<file path="src/rtl/bs_sequencer_if.sv">
// Instruction handshake and datapath control bundle between an instruction source
// and the bit-serial ALU sequencer.
interface bs_sequencer_if #(
  parameter int unsigned DATA_W  = 8,
  parameter int unsigned RADDR_W = 3,
  parameter int unsigned CNT_W   = $clog2(DATA_W)
);
  logic [3:0]         opcode;
  logic [11:0]        instr;
  logic               inst_done;
  logic               btn_edge;
  logic               run_mode;

  logic [RADDR_W-1:0] rs1;
  logic [RADDR_W-1:0] rs2;
  logic [RADDR_W-1:0] rd;
  logic               reg_shift_en;
  logic               imm_shift_en;
  logic               acc_shift_en;
  logic               reg_write_en;
  logic [1:0]         alu_op;
  logic               b_invert;
  logic               carry_preset;
  logic               carry_preset_val;
  logic               carry_en;
  logic [CNT_W-1:0]   bit_idx;
  logic               busy;
  logic               done;
  logic               illegal;

  modport master (
    output opcode, instr, inst_done, btn_edge, run_mode,
    input  rs1, rs2, rd, reg_shift_en, imm_shift_en, acc_shift_en, reg_write_en,
    input  alu_op, b_invert, carry_preset, carry_preset_val, carry_en, bit_idx,
    input  busy, done, illegal
  );

  modport slave (
    input  opcode, instr, inst_done, btn_edge, run_mode,
    output rs1, rs2, rd, reg_shift_en, imm_shift_en, acc_shift_en, reg_write_en,
    output alu_op, b_invert, carry_preset, carry_preset_val, carry_en, bit_idx,
    output busy, done, illegal
  );
endinterface

</file>
<file path="src/rtl/bs_sequencer.sv">
// Control FSM for a bit-serial ALU: latches one instruction, then strobes the serial
// datapath through DATA_W execute cycles and DATA_W writeback cycles.
module bs_sequencer #(
  parameter int unsigned DATA_W  = 8,
  parameter int unsigned RADDR_W = 3,
  parameter int unsigned CNT_W   = $clog2(DATA_W)
) (
  input logic           clk,
  input logic           rstn,
  bs_sequencer_if.slave bus
);

  typedef enum logic [2:0] {
    StIdle,
    StDecode,
    StExecute,
    StWriteback,
    StDone
  } state_e;

  localparam logic [2:0] FnAdd = 3'b000;
  localparam logic [2:0] FnSub = 3'b001;
  localparam logic [2:0] FnOr  = 3'b100;
  localparam logic [2:0] FnAnd = 3'b101;
  localparam logic [2:0] FnXor = 3'b110;

  localparam logic [CNT_W-1:0] LastIdx = CNT_W'(DATA_W - 1);

  state_e             state_q, state_d;
  logic [3:0]         opcode_q, opcode_d;
  logic [11:0]        instr_q, instr_d;
  logic [CNT_W-1:0]   bit_idx_q, bit_idx_d;

  logic               start;
  logic               is_imm;
  logic               is_sub;
  logic               legal;
  logic               last_bit;
  logic [2:0]         fn;
  logic [1:0]         alu_sel;
  logic [RADDR_W-1:0] rd_addr;

  assign start    = bus.inst_done & (bus.run_mode | bus.btn_edge);
  assign fn       = opcode_q[2:0];
  assign is_imm   = opcode_q[3];
  assign is_sub   = (fn == FnSub);
  assign last_bit = (bit_idx_q == LastIdx);
  // Immediate form writes back to its single source register.
  assign rd_addr  = RADDR_W'(is_imm ? instr_q[2:0] : instr_q[11:9]);

  always_comb begin
    legal   = 1'b0;
    alu_sel = 2'b00;
    unique case (fn)
      FnAdd, FnSub: legal = 1'b1;
      FnOr: begin
        legal   = 1'b1;
        alu_sel = 2'b11;
      end
      FnAnd: begin
        legal   = 1'b1;
        alu_sel = 2'b10;
      end
      FnXor: begin
        legal   = 1'b1;
        alu_sel = 2'b01;
      end
      default: ;
    endcase
  end

  always_comb begin
    state_d   = state_q;
    opcode_d  = opcode_q;
    instr_d   = instr_q;
    bit_idx_d = bit_idx_q;
    unique case (state_q)
      StIdle: begin
        if (start) begin
          state_d  = StDecode;
          opcode_d = bus.opcode;
          instr_d  = bus.instr;
        end
      end
      StDecode: state_d = legal ? StExecute : StIdle;
      StExecute: begin
        if (last_bit) begin
          bit_idx_d = '0;
          state_d   = StWriteback;
        end else begin
          bit_idx_d = bit_idx_q + CNT_W'(1);
        end
      end
      StWriteback: begin
        if (last_bit) begin
          bit_idx_d = '0;
          state_d   = StDone;
        end else begin
          bit_idx_d = bit_idx_q + CNT_W'(1);
        end
      end
      StDone:  state_d = StIdle;
      default: state_d = StIdle;
    endcase
  end

  always_ff @(posedge clk or negedge rstn) begin
    if (!rstn) begin
      state_q   <= StIdle;
      opcode_q  <= '0;
      instr_q   <= '0;
      bit_idx_q <= '0;
    end else begin
      state_q   <= state_d;
      opcode_q  <= opcode_d;
      instr_q   <= instr_d;
      bit_idx_q <= bit_idx_d;
    end
  end

  // Outputs depend only on registered state and latched fields, never on live inputs.
  always_comb begin
    bus.rs1              = RADDR_W'(is_imm ? instr_q[2:0] : instr_q[8:6]);
    bus.rs2              = is_imm ? '0 : RADDR_W'(instr_q[5:3]);
    bus.rd               = rd_addr;
    bus.reg_shift_en     = 1'b0;
    bus.imm_shift_en     = 1'b0;
    bus.acc_shift_en     = 1'b0;
    bus.reg_write_en     = 1'b0;
    bus.alu_op           = 2'b00;
    bus.b_invert         = 1'b0;
    bus.carry_preset     = 1'b0;
    bus.carry_preset_val = 1'b0;
    bus.carry_en         = 1'b0;
    bus.bit_idx          = '0;
    bus.busy             = (state_q != StIdle);
    bus.done             = 1'b0;
    bus.illegal          = 1'b0;
    unique case (state_q)
      StIdle: ;
      StDecode: begin
        bus.carry_preset     = legal;
        bus.carry_preset_val = legal & is_sub;
        bus.illegal          = ~legal;
      end
      StExecute: begin
        bus.reg_shift_en = 1'b1;
        bus.imm_shift_en = is_imm;
        bus.acc_shift_en = 1'b1;
        bus.carry_en     = 1'b1;
        bus.alu_op       = alu_sel;
        bus.b_invert     = is_sub;
        bus.bit_idx      = bit_idx_q;
      end
      StWriteback: begin
        bus.acc_shift_en = 1'b1;
        // Writes to r0 are discarded but the cycles still elapse.
        bus.reg_write_en = (rd_addr != '0);
        bus.bit_idx      = bit_idx_q;
      end
      StDone:  bus.done = 1'b1;
      default: ;
    endcase
  end

endmodule

</file>
<file path="src/flat_wrapper.sv">
// flat-port wrapper written by rule: the top's interface ports become plain ports
module bs_sequencer_flat 
#(
  parameter int unsigned DATA_W  = 8,
  parameter int unsigned RADDR_W = 3,
  parameter int unsigned CNT_W   = $clog2(DATA_W)
)
  (clk, rstn, bus_opcode, bus_instr, bus_inst_done, bus_btn_edge, bus_run_mode, bus_rs1, bus_rs2, bus_rd, bus_reg_shift_en, bus_imm_shift_en, bus_acc_shift_en, bus_reg_write_en, bus_alu_op, bus_b_invert, bus_carry_preset, bus_carry_preset_val, bus_carry_en, bus_bit_idx, bus_busy, bus_done, bus_illegal);
  bs_sequencer_if #(.DATA_W(DATA_W), .RADDR_W(RADDR_W), .CNT_W(CNT_W)) bus_i ();
  input logic clk;
  input logic rstn;
  input wire logic [$bits(bus_i.opcode)-1:0] bus_opcode;
  input wire logic [$bits(bus_i.instr)-1:0] bus_instr;
  input wire logic [$bits(bus_i.inst_done)-1:0] bus_inst_done;
  input wire logic [$bits(bus_i.btn_edge)-1:0] bus_btn_edge;
  input wire logic [$bits(bus_i.run_mode)-1:0] bus_run_mode;
  output wire logic [$bits(bus_i.rs1)-1:0] bus_rs1;
  output wire logic [$bits(bus_i.rs2)-1:0] bus_rs2;
  output wire logic [$bits(bus_i.rd)-1:0] bus_rd;
  output wire logic [$bits(bus_i.reg_shift_en)-1:0] bus_reg_shift_en;
  output wire logic [$bits(bus_i.imm_shift_en)-1:0] bus_imm_shift_en;
  output wire logic [$bits(bus_i.acc_shift_en)-1:0] bus_acc_shift_en;
  output wire logic [$bits(bus_i.reg_write_en)-1:0] bus_reg_write_en;
  output wire logic [$bits(bus_i.alu_op)-1:0] bus_alu_op;
  output wire logic [$bits(bus_i.b_invert)-1:0] bus_b_invert;
  output wire logic [$bits(bus_i.carry_preset)-1:0] bus_carry_preset;
  output wire logic [$bits(bus_i.carry_preset_val)-1:0] bus_carry_preset_val;
  output wire logic [$bits(bus_i.carry_en)-1:0] bus_carry_en;
  output wire logic [$bits(bus_i.bit_idx)-1:0] bus_bit_idx;
  output wire logic [$bits(bus_i.busy)-1:0] bus_busy;
  output wire logic [$bits(bus_i.done)-1:0] bus_done;
  output wire logic [$bits(bus_i.illegal)-1:0] bus_illegal;
  assign bus_i.opcode = bus_opcode;
  assign bus_i.instr = bus_instr;
  assign bus_i.inst_done = bus_inst_done;
  assign bus_i.btn_edge = bus_btn_edge;
  assign bus_i.run_mode = bus_run_mode;
  assign bus_rs1 = bus_i.rs1;
  assign bus_rs2 = bus_i.rs2;
  assign bus_rd = bus_i.rd;
  assign bus_reg_shift_en = bus_i.reg_shift_en;
  assign bus_imm_shift_en = bus_i.imm_shift_en;
  assign bus_acc_shift_en = bus_i.acc_shift_en;
  assign bus_reg_write_en = bus_i.reg_write_en;
  assign bus_alu_op = bus_i.alu_op;
  assign bus_b_invert = bus_i.b_invert;
  assign bus_carry_preset = bus_i.carry_preset;
  assign bus_carry_preset_val = bus_i.carry_preset_val;
  assign bus_carry_en = bus_i.carry_en;
  assign bus_bit_idx = bus_i.bit_idx;
  assign bus_busy = bus_i.busy;
  assign bus_done = bus_i.done;
  assign bus_illegal = bus_i.illegal;
  bs_sequencer #(.DATA_W(DATA_W), .RADDR_W(RADDR_W), .CNT_W(CNT_W)) u_core (.clk(clk), .rstn(rstn), .bus(bus_i));
endmodule
</file>
<file path="config.mk">
export PLATFORM = sky130hd
export DESIGN_NAME = bs_sequencer_flat
export DESIGN_NICKNAME = d
export VERILOG_FILES = /design/src/rtl/bs_sequencer_if.sv /design/src/rtl/bs_sequencer.sv /design/src/flat_wrapper.sv
export SDC_FILE = /design/constraint.sdc
export NUM_CORES = 1
export LEC_CHECK = 0
export CORE_MARGIN = 5
export CORE_UTILIZATION = 44
export DETAILED_ROUTE_END_ITERATION = 6
export PLACE_DENSITY = 0.82
export REMOVE_ABC_BUFFERS = 1
export SLEW_MARGIN = 20
export SYNTH_ARGS = -nofsm -noshare
export SYNTH_HDL_FRONTEND = slang
export SYNTH_SLANG_ARGS = --single-unit
</file>
<file path="constraint.sdc">
create_clock -name clk -period 3.6 [get_ports clk]
set_clock_uncertainty 0.05 [all_clocks]
set_input_delay 0.36 -clock clk [delete_from_list [all_inputs] [get_ports clk]]
set_output_delay 0.36 -clock clk [all_outputs]
set_load 0.02 [all_outputs]
</file>
# After elaboration in Yosys (flattened, before gate mapping)
# Cells that the tools add are included.
# W data, S select, Z words.
# totals
inputBits	21
output_inout_bits	25
regBits	22
elab_cells	51
# op_classes
n_eq_ne	12
n_reduce_logical	8
add_sub_neg	1
n_bitwise	4
mux	22
# op_table
cell	count
$mux W3	8
$eq A3 B3 Y1 const B	5
$pmux W3 S4	1
$mux W1	10
$eq A3 B1 Y1 const B	2
$eq A3 B2 Y1 const B	2
$logic_not A3 Y1	2
$ne A2 B1 Y1 const B	3
$pmux W2 S3	1
$reduce_bool A3 Y1	2
$reduce_or A5 Y1	1
$mux W2	2
$add A3 B1 Y3 const B	1
$reduce_and A3 Y1	1
$and A1 B1 Y1	2
$reduce_and A2 Y1	1
$reduce_or A2 Y1	1
$not A1 Y1	1
$or A1 B1 Y1	1

# Logic depth before layout (Yosys ltp)
# Gate-level depths: netlist (run 1).
# logic_depth
word_depth	5
depth_mapped	5
depth_no_buf	5

# Least setup slack after synthesis (run 1)
# No wires, ideal clock.
# synth_timing
path_kind	reg2out
startpoint	register u_core.state_q[0]
endpoint	output port bus_alu_op[0]
slack_ns	1.535
n_path_buf	1
stages_incl_launch_ff	5
arrival_time_ns	1.655
t_required_ns	3.190
path_cell_list	dfrtp_1 buf_2 nor3b_1 nand2_1 nor2_1
# synth_via
elab_chain_cells	2
# synth_lines
element	line	source
start, declared	bs_sequencer.sv:29	state_e state_q, state_d;
start signal, assigned	bs_sequencer.sv:109	state_q <= StIdle;
start signal, assigned	bs_sequencer.sv:114	state_q <= state_d;
$eq A3 B2 Y1	bs_sequencer.sv:139	unique case (state_q)
$mux W2	bs_sequencer.sv:139	
end, declared	flat_wrapper.sv:24	output wire logic [$bits(bus_i.alu_op)-1:0] bus_alu_op;
# No other way between the ends.

# Worst setup path in the final report (run 1)
# Ends and elaborated chain as after synthesis.

==> results of run 1 <==
-- cells in the mapped netlist --
master and count:
dfrtp_1 22, mux2_1 16, inv_1 7, o21ai_0 6, nand2_1 5, nor2_1 5, and2_1 4, nor2b_1 4
a21oi_1 3, mux2_2 3, nand2b_1 3, nor3b_1 3, and3_1 2, clkbuf_1 2, ha_1 2, a211oi_1 1
a21boi_0 1, buf_2 1, buf_4 1, buf_6 1, nor2_8 1, o21a_1 1, o21ai_1 1, o21ba_2 1
o311a_1 1, or2_2 1, or3_4 1
-- worst register-to-register path, cell delays in order, from the launching register on --
cell     delay (ns)
dfrtp_1        0.48
or3_4          0.44
nor2_8         0.29
mux2_1         0.37
-- cells by family after synthesis --
| group | synth area share [%] |
|---|---|
| adders and majority gates | 2.24 |
| AOI/OAI and AO/OA | 8.28 |
| DFF | 49.2 |
| buffers and inverters | 5.15 |
| muxes | 19.1 |
| and+or+nand+nor | 16.0 |
-- area by class of cell --
| type | count | area (sq um) |
|---|---|---|
| clock buffers | 3 | 22.5 |
| fillers | 205 | 857 |
| inverters | 7 | 26.3 |
| multi-input cells | 65 | 510 |
| flip-flops and latches | 22 | 551 |
| well taps | 30 | 37.5 |
| repair buffers | 45 | 450 |
-- power by group through the flow --
stage                     Sequential, uW  Clock (uW)  Combinational [uW]
after floorplan                      453           0                 520
after global placement               476           0                 865
after detailed placement             486           0                 890
after CTS                            480         110                 898
after global routing                 506         129                 959
final                                480         107                 881
-- per-stage QoR --
stage          setup WS [ns]  util (%)  std cells  hold slack (ns)
3_5_place_dp            1.32      64.2        169            0.422
5_1_grt                0.762      65.1        172            0.479
6_report               0.985      65.1        172            0.445
4_1_cts                0.976      65.1        172            0.448
2_1_floorplan           1.18         -         94           0.0144
3_3_place_gp            1.44      64.2        169            0.411
-- state kept, by name, summed over array words and instances, names as in the netlist --
name	count
u_core.instr_q	12
u_core.opcode_q	4
u_core.bit_idx_q	3
u_core.state_q	3
-- routing by layer --
| layer | wire (um) | vias to the layer above |
|---|---|---|
| met5 | 0 | - |
| met4 | 0 | 0 |
| met3 | 255 | 0 |
| met2 | 1160 | 32 |
| met1 | 989 | 431 |
| li1 | - | 418 |
-- final timing paths --
check	end	slack, ns	cells after the start
max in group asynchronous	u_core.state_q[2]	2.41	1
worst max-delay path	bus_alu_op[0]	0.98	4
min in group asynchronous	u_core.instr_q[9]	0.52	1
worst min-delay path	u_core.instr_q[5]	0.44	1
worst min register to register	u_core.instr_q[5]	0.44	1
worst max register to register	u_core.instr_q[6]	1.87	3
==> impl_metrics.tcl, run 1 <==
set metrics [dict create \
    wl_per_cell_um 14.0 \
    startpoint_type "flop" \
    grt_start_max_net_pins 23 \
    drtAntennaViolNets 0 \
    design_area_sq_um 1600 \
    use_met2_pct 25.8 \
    yosysWarnings 0 \
    syn_area_sq_um 1120 \
    pin_count 46 \
    worst-path-max-fanout 9 \
    timing.fmax_mhz 382 \
    synth_cell_types 27 \
    use_met1_pct 19.0 \
    antenna_found_initial 0 \
    setup_violations 0 \
    leakagePower_uw 0.000688 \
    hold_path.class "flop to flop" \
    min_from "u_core.instr_q[5]" \
    tightestPinTransition_ns 0.939 \
    grt_pass1_wl_um 4260 \
    ys_seq_area_share_pct 49.2 \
    peakVddDrop_mv 0.572 \
    grtUsageMet3_pct 7.02 \
    worstSetupEndpointType "primary output" \
    rsz0062_at_grt "no" \
    n_antenna_cell 0 \
    numPortBuffers 45 \
    post-route-min-period_ns 2.62 \
    cts_tree "yes" \
    start_util_pct 45.6 \
    vias_per_cell 5.12 \
    num_vias 881 \
    clk_pin_slew_ns 0.11 \
    drv_slew 0 \
    crit_chain "nor3b_1, nand2_1, nor2_1, clkdlybuf4s50_1" \
    ys_top_cells_by_area "dfrtp_1, mux2_1, mux2_2" \
    wl_um 2410 \
    grt_pass1_vias 973 \
    gr-total-overflow 0 \
    startpoint "u_core.state_q[0]" \
    synth-seq-cells 22 \
    globalplace.congestion 0.714 \
    hold_violations 0 \
    clkPwrFrac_pct 7.3 \
    dr.pass1.iters 4 \
    crit_slowest_cell "clkdlybuf4s50_1" \
    cts_buffer_depth 2 \
    place_area_sq_um 1580 \
    num-nets-final 167 \
    synth_top_area_share_pct 49.2 \
    area_delta_synth_final_pct 42.8 \
    die_area_sq_um 3650 \
    switching_share_pct 41.2 \
    cts-root-buf "clkbuf_4" \
    combPwrFrac_pct 60.0 \
    path_class "flop to primary output" \
    numCtsBuffers 3 \
    required_ns 3.19 \
    path_buf_inv 1 \
    fp.dieW_um 60.4 \
    cp.arrival_ns 2.21 \
    cts.sinks 22 \
    h-tree-depth 1 \
    crit_path_max_incr_delay_ns 0.61 \
    slew_headroom_pct 37.2 \
    first_iter_violations 14 \
    final_common_cell "clkdlybuf4s50_1" \
    row_count 18 \
    die_y_um 60.4 \
    finalPower_uw 1470 \
    seq_power_share_pct 32.7 \
    postCtsResizedCells 0 \
    drc 0 \
    drive_gt1_share_pct 7.04 \
    final_cell_mix "clkdlybuf4s50_1, dfrtp_1, mux2_1" \
    syn_avg_cell_area_sq_um 11.3 \
    power_density_nw_per_um2 919 \
    drv_cap 0 \
    tns_ns 0 \
    track_usage_pct 15.7 \
    cts_hold_buf 0 \
    finalCritPeriodShare_pct 72.6 \
    dp_hpwl_um 1920 \
    reg2reg_from "u_core.state_q[0]" \
    status "completed" \
    clock_latency_ns 0.30 \
    synth_largest_area_cell "dfrtp_1" \
    intPower_uw 864 \
    netlist_instances 99 \
    cpLargestDelayFamily "simple AND/OR/NAND/NOR gates" \
    cts_setup_buffers 0 \
    coreArea_sq_um 2450 \
    gr-max-usage-layer "met2" \
    p_sw_uw 605 \
]
No activity file was read; power rests on OpenSTA's default activity.
==> run 2, diff against run 1 <==
--- a/config.mk
+++ b/config.mk
@@ -6,9 +6,9 @@
 export NUM_CORES = 1
 export LEC_CHECK = 0
 export CORE_MARGIN = 5
-export CORE_UTILIZATION = 44
+export CORE_UTILIZATION = 38
 export DETAILED_ROUTE_END_ITERATION = 6
-export PLACE_DENSITY = 0.82
+export PLACE_DENSITY = 0.75
 export REMOVE_ABC_BUFFERS = 1
 export SLEW_MARGIN = 20
 export SYNTH_ARGS = -nofsm -noshare
==> constraint.sdc (replaced) <==
create_clock -name clk -period 2.3 [get_ports clk]
set_clock_uncertainty 0.05 [all_clocks]
set_input_delay 0.23 -clock clk [delete_from_list [all_inputs] [get_ports clk]]
set_output_delay 0.23 -clock clk [all_outputs]
set_load 0.02 [all_outputs]
==> run 2 against run 1 <==
Net effect:
- clock power grew to 2.7 times the previous value
- die area is 13% higher
- global-route usage shrank 3.3 points
- clock-buffer cell count unchanged
- total power is 68% higher
- wire length is 3.0% lower
- hold slack worse by 0.24 ns
- core utilization shrank 4.5 points
- largest cell class unchanged
==> impl_metrics.tcl, run 2 (same netlist as run 1, synthesis figures left out) <==
set metrics [dict create \
    worst-path-max-fanout 9 \
    timing.fmax_mhz 461 \
    grt_pass1_wl_um 4180 \
    cts.sinks 22 \
    cts_buffer_depth 2 \
    coreArea_sq_um 2780 \
    final_cell_mix "clkdlybuf4s50_1, dfrtp_1, mux2_1" \
    r2r_cells 3 \
    hold_path.class "input pin to async pin" \
    drv_cap 0 \
    start_util_pct 40.2 \
    required_ns 2.02 \
    clk_pin_slew_ns 0.12 \
    globalplace.congestion 0.756 \
    n_antenna_cell 0 \
    grt_start_max_net_pins 23 \
    drv_slew 0 \
    reg2reg_from "u_core.state_q[0]" \
    clock_latency_ns 0.30 \
    fp.dieW_um 64.3 \
    slew_headroom_pct 69.6 \
    gr-total-overflow 0 \
    numPortBuffers 45 \
    dp_hpwl_um 1890 \
    drc 0 \
    num-nets-final 173 \
    hold_violations 0 \
    area_delta_synth_final_pct 50.7 \
    r2r-end "u_core.instr_q[1]" \
    leakagePower_uw 0.000801 \
    top_regs "u_core.instr_q (12), u_core.opcode_q (4)" \
    h-tree-depth 1 \
    path_class "flop to primary output" \
    die_area_sq_um 4130 \
    fin_ws_ns 0.132 \
    first_iter_violations 34 \
    pin_count 46 \
    wl_per_cell_um 13.0 \
    tns_ns 0 \
    cts-root-buf "clkbuf_4" \
    numCtsBuffers 3 \
    vias_per_cell 4.91 \
    num_vias 883 \
    r2r_slack_ns 0.58 \
    row_count 19 \
    die_y_um 64.3 \
    power_density_nw_per_um2 1470 \
    startpoint_type "flop" \
    worstSetupEndpointType "primary output" \
    grt_pass1_vias 940 \
    setup_violations 0 \
    cts_tree "yes" \
    top_register "u_core.instr_q" \
    preCtsSetupSlack_ns 0.291 \
    dr.pass1.iters 2 \
    finalCritPeriodShare_pct 94.3 \
    track_usage_pct 12.3 \
    peakVddDrop_mv 1.07 \
    finalPower_uw 2470 \
    largest_reg_flops 12 \
    drtAntennaViolNets 0 \
    antenna_found_initial 0 \
    final_common_cell "clkdlybuf4s50_1" \
    drive_gt1_share_pct 12.8 \
    cp.arrival_ns 1.89 \
    rsz0062_at_grt "no" \
    wl_um 2330 \
    status "completed" \
    tightestPinTransition_ns 0.454 \
    post-route-min-period_ns 2.17 \
]
[run 2: cell count changes in the layout (fill, tap and decap cells not counted), sizes merged]
| cell | change |
|---|---|
| dlymetal6s2s | +4 |
| dlygate4sd2 | +1 |
| buf | +6 |
| bufinv | +1 |
| clkdlybuf4s50 | -5 |
[run 2: area by class of cell]
type / count / area [sq um]
clock buffer: 3 / 22.5
clock inverter: 1 / 30.0
fill: 253 / 1100
inverter: 7 / 26.3
multi-input combinational: 65 / 510
sequential: 22 / 553
tap: 31 / 38.8
timing repair buffer: 51 / 504
[run 2: timing repair]
| item | CTS | global route |
|---|---|---|
| hold buffers | 0 | 0 |
| resized for setup | 2 | 5 |
| buffers inserted | 0 | 3 |
| setup endpoints to repair | 2 | 5 |
[run 2: power breakdown]
part / switching, uW / internal (uW)
registers: 166 / 584
logic: 673 / 760
clock network: 112 / 176
[run 2: worst max path at each step]
| stage | start | end | slack, ns | cells past startpoint |
|---|---|---|---|---|
| after floorplan | u_core.state_q[0] | bus_alu_op[0] | 0.008 | 3 |
| after global placement | u_core.state_q[1] | bus_illegal | 0.33 | 4 |
| after detailed placement | u_core.state_q[1] | bus_illegal | 0.29 | 4 |
| after CTS | u_core.state_q[1] | bus_carry_preset | 0.03 | 4 |
| after global routing | u_core.state_q[0] | bus_alu_op[1] | 0.008 | 5 |
| final | u_core.state_q[0] | bus_alu_op[1] | 0.13 | 5 |
[run 2: stage by stage]
| step | instances | hold slack [ns] | instance area, sq um | util (%) |
|---|---|---|---|---|
| after floorplan | 94 | -0.116 | 1090 | - |
| after global placement | 173 | 0.411 | 1600 | 57.5 |
| after global routing | 180 | 0.221 | 1690 | 60.6 |
| after detailed placement | 173 | 0.422 | 1600 | 57.5 |
| after CTS | 177 | 0.201 | 1650 | 59.4 |
| final | 180 | 0.203 | 1690 | 60.6 |
[run 2: critical path: stages (launching register included)]
cell and delay, ns:
dfrtp_1 0.48, nor3b_1 0.20, buf_4 0.16, nand2_1 0.06, nor2_1 0.08, clkdlybuf4s50_1 0.61
[run 2: routing by layer]
| metal | GRT usage, % | wire, um | up-vias |
|---|---|---|---|
| met5 | 0 | 0 | - |
| met4 | 4.07 | 0 | 0 |
| met3 | 4.73 | 230 | 0 |
| met2 | 19.3 | 1100 | 28 |
| met1 | 15.6 | 1010 | 418 |
| li1 | - | - | 437 |
==> run 3, diff against run 2 <==
--- a/config.mk
+++ b/config.mk
@@ -5,10 +5,13 @@
 export SDC_FILE = /design/constraint.sdc
 export NUM_CORES = 1
 export LEC_CHECK = 0
+export ABC_AREA = 1
+export CAP_MARGIN = 20
 export CORE_MARGIN = 5
 export CORE_UTILIZATION = 38
 export DETAILED_ROUTE_END_ITERATION = 6
-export PLACE_DENSITY = 0.75
+export GPL_TIMING_DRIVEN = 0
+export PLACE_DENSITY = 0.74
 export REMOVE_ABC_BUFFERS = 1
 export SLEW_MARGIN = 20
 export SYNTH_ARGS = -nofsm -noshare
==> run 3 against run 2 <==
Net effect:
- flip-flop and latch count stayed put
- sequential share of layout area grew 0.44 points
- combinational power down 3%
- cell count grew 29%
- register-to-register slack improved by 0.23 ns
- critical path depth is 1 lower
- via count up 29%
- worst setup slack improved by 0.012 ns
- core utilization decreased by 5.5 points
- cell area decreased by 1.8%
==> impl_metrics.tcl, run 3 <==
set metrics [dict create \
    status "completed" \
    track_usage_pct 14.6 \
    wl_um 2810 \
    drtAntennaViolNets 0 \
    dp_hpwl_um 2140 \
    top_register "u_core.instr_q" \
    antenna_found_initial 0 \
    num-nets-final 224 \
    hold_violations 0 \
    synth_top_area_share_pct 47.4 \
    worstSetupEndpointType "primary output" \
    clock_latency_ns 0.31 \
    syn_avg_cell_area_sq_um 7.44 \
    power_density_nw_per_um2 1390 \
    cts_buffer_depth 2 \
    synth_largest_area_cell "dfrtp_1" \
    cp.arrival_ns 1.88 \
    grt_pass1_wl_um 4830 \
    timing.fmax_mhz 464 \
    wl_per_cell_um 12.1 \
    tightestPinTransition_ns 0.486 \
    worst-path-max-fanout 7 \
    drive_gt1_share_pct 7.00 \
    synth_most_common_cell "nand2_1" \
    ys_seq_area_share_pct 47.4 \
    final_cell_mix "nand2_1, clkdlybuf4s50_1, dfrtp_1" \
    coreArea_sq_um 3000 \
    post-route-min-period_ns 2.16 \
    synth_commonest_cells "nand2_1, dfrtp_1, nand3_1" \
    vias_per_cell 4.88 \
    netlist_instances 156 \
    clk_pin_slew_ns 0.12 \
    largest_reg_flops 12 \
    path_class "flop to primary output" \
    setup_violations 0 \
    drc 0 \
    synth_ff_type "dfrtp_1" \
    grt_start_max_net_pins 23 \
    synthArstFlopShare_pct 100 \
    gr-total-overflow 0 \
    syn_area_sq_um 1160 \
    hold_ws_ns 0.348 \
    ys_top_cells_by_area "dfrtp_1, nand2_1, nand3_1" \
    rsz0062_at_grt "no" \
    yosysWarnings 0 \
    top_regs "u_core.instr_q (12), u_core.opcode_q (4)" \
    start_util_pct 38.7 \
    drv_slew 0 \
    numCtsBuffers 3 \
    synth_edf_count 0 \
    pin_count 46 \
    finalCritPeriodShare_pct 93.8 \
    globalplace.congestion 0.744 \
    numPortBuffers 45 \
    required_ns 2.02 \
    synth_cell_types 20 \
    dr.pass1.iters 4 \
    die_area_sq_um 4260 \
    cts.sinks 22 \
    drv_cap 0 \
    final_common_cell "nand2_1" \
    grt_pass1_vias 1129 \
    synth-seq-cells 22 \
    leakagePower_uw 0.000935 \
    row_count 20 \
    num_vias 1138 \
    fp.dieW_um 65.3 \
    die_y_um 65.3 \
    peakVddDrop_mv 0.577 \
    slew_headroom_pct 67.6 \
    h-tree-depth 1 \
    cts-root-buf "clkbuf_4" \
    first_iter_violations 40 \
    n_antenna_cell 0 \
    hold_path.class "input pin to async pin" \
    tns_ns 0 \
    cts_tree "yes" \
    area_delta_synth_final_pct 42.6 \
    startpoint_type "flop" \
]
run 3: cell types whose count changed in the layout (fill, tap and decap cells not counted), moves of 4 or more:
cell | before | now
inv_1 | 7 | 16
buf_4 | 6 | 1
mux2_1 | 16 | 0
clkdlybuf4s50_1 | 40 | 36
nor2_1 | 5 | 15
nand3_1 | 0 | 19
nor2b_1 | 4 | 0
nand2_1 | 5 | 58
run 3: final cells by class:
type,count,area (sq um)
Clock buffer,4,36.3
Inverter,19,71.3
Multi-Input combinational cell,108,488
Fill cell,304,1350
Sequential cell,22,551
Timing Repair Buffer,47,468
Tap cell,33,41.3
run 3: logic make-up (layout without fill, tap and decap cells):
group / after synthesis / after routing / share of synthesized area, %
AND/OR/NAND/NOR: 101 / 101 / 37.5
AO/OA/AOI/OAI: 5 / 5 / 2.15
adder cells (fa/ha/maj): 2 / 2 / 2.15
flip-flops: 22 / 22 / 47.4
buffers and inverters: 26 / 70 / 10.8
run 3: metrics by stage:
stage | setup slack [ns] | util, % | cell area (sq um) | cells | total power, uW
5_1_grt | 0.0121 | 55.1 | 1660 | 233 | 2520
4_1_cts | 0.0136 | 54.6 | 1640 | 232 | 2340
2_1_floorplan | 0.703 | - | 1110 | 149 | 1510
3_5_place_dp | 0.192 | 53.3 | 1600 | 227 | 2130
6_report | 0.144 | 55.1 | 1660 | 233 | 2310
3_3_place_gp | 0.228 | 53.3 | 1600 | 227 | 2080
run 3: repair_timing:
action,4_1_cts,5_1_grt
endpoints found under the setup margin,5,12
resized for setup,4,8
buffers inserted,1,0
cloned,0,0
hold buffers,0,1
endpoints found under the hold margin,0,22
pin swaps,1,0
run 3: power by group:
| part | switching (uW) | internal, uW | total (uW) |
|---|---|---|---|
| Clock | 121 | 96.8 | 218 |
| Combinational | 809 | 572 | 1380 |
| Sequential | 146 | 563 | 709 |
run 3: worst max-delay path: stages, from the launching register on:
cell	delay, ns
dfrtp_1	0.49
nor2_1	0.19
nand2_2	0.15
nor2_1	0.13
clkdlybuf4s50_1	0.61
run 3: path summary, 6_finish.rpt:
| path | depth (start not counted) | endpoint | startpoint | slack [ns] |
|---|---|---|---|---|
| hold reg to reg | 2 | u_core.instr_q[3] | u_core.instr_q[3] | 0.43 |
| min in group clk | 3 | u_core.instr_q[7] | bus_instr[7] | 0.41 |
| setup / recovery | 4 | bus_b_invert | u_core.state_q[0] | 0.14 |
| max in group asynchronous | 2 | u_core.instr_q[7] | rstn | 1.53 |
| hold / removal | 2 | u_core.state_q[2] | rstn | 0.35 |
| setup reg to reg | 5 | u_core.instr_q[9] | u_core.state_q[0] | 0.81 |
run 3: metal layers:
layer / track usage [%] / up-vias / part of all wire (%) / routed length (um)
met2: 25.2 / 43 / 47 / 1320
met4: 6.99 / 0 / 2.1 / 60
met1: 16.7 / 521 / 43 / 1210
met5: 0 / - / 0 / 0
li1: - / 569 / - / -
met3: 3.59 / 5 / 7.6 / 214
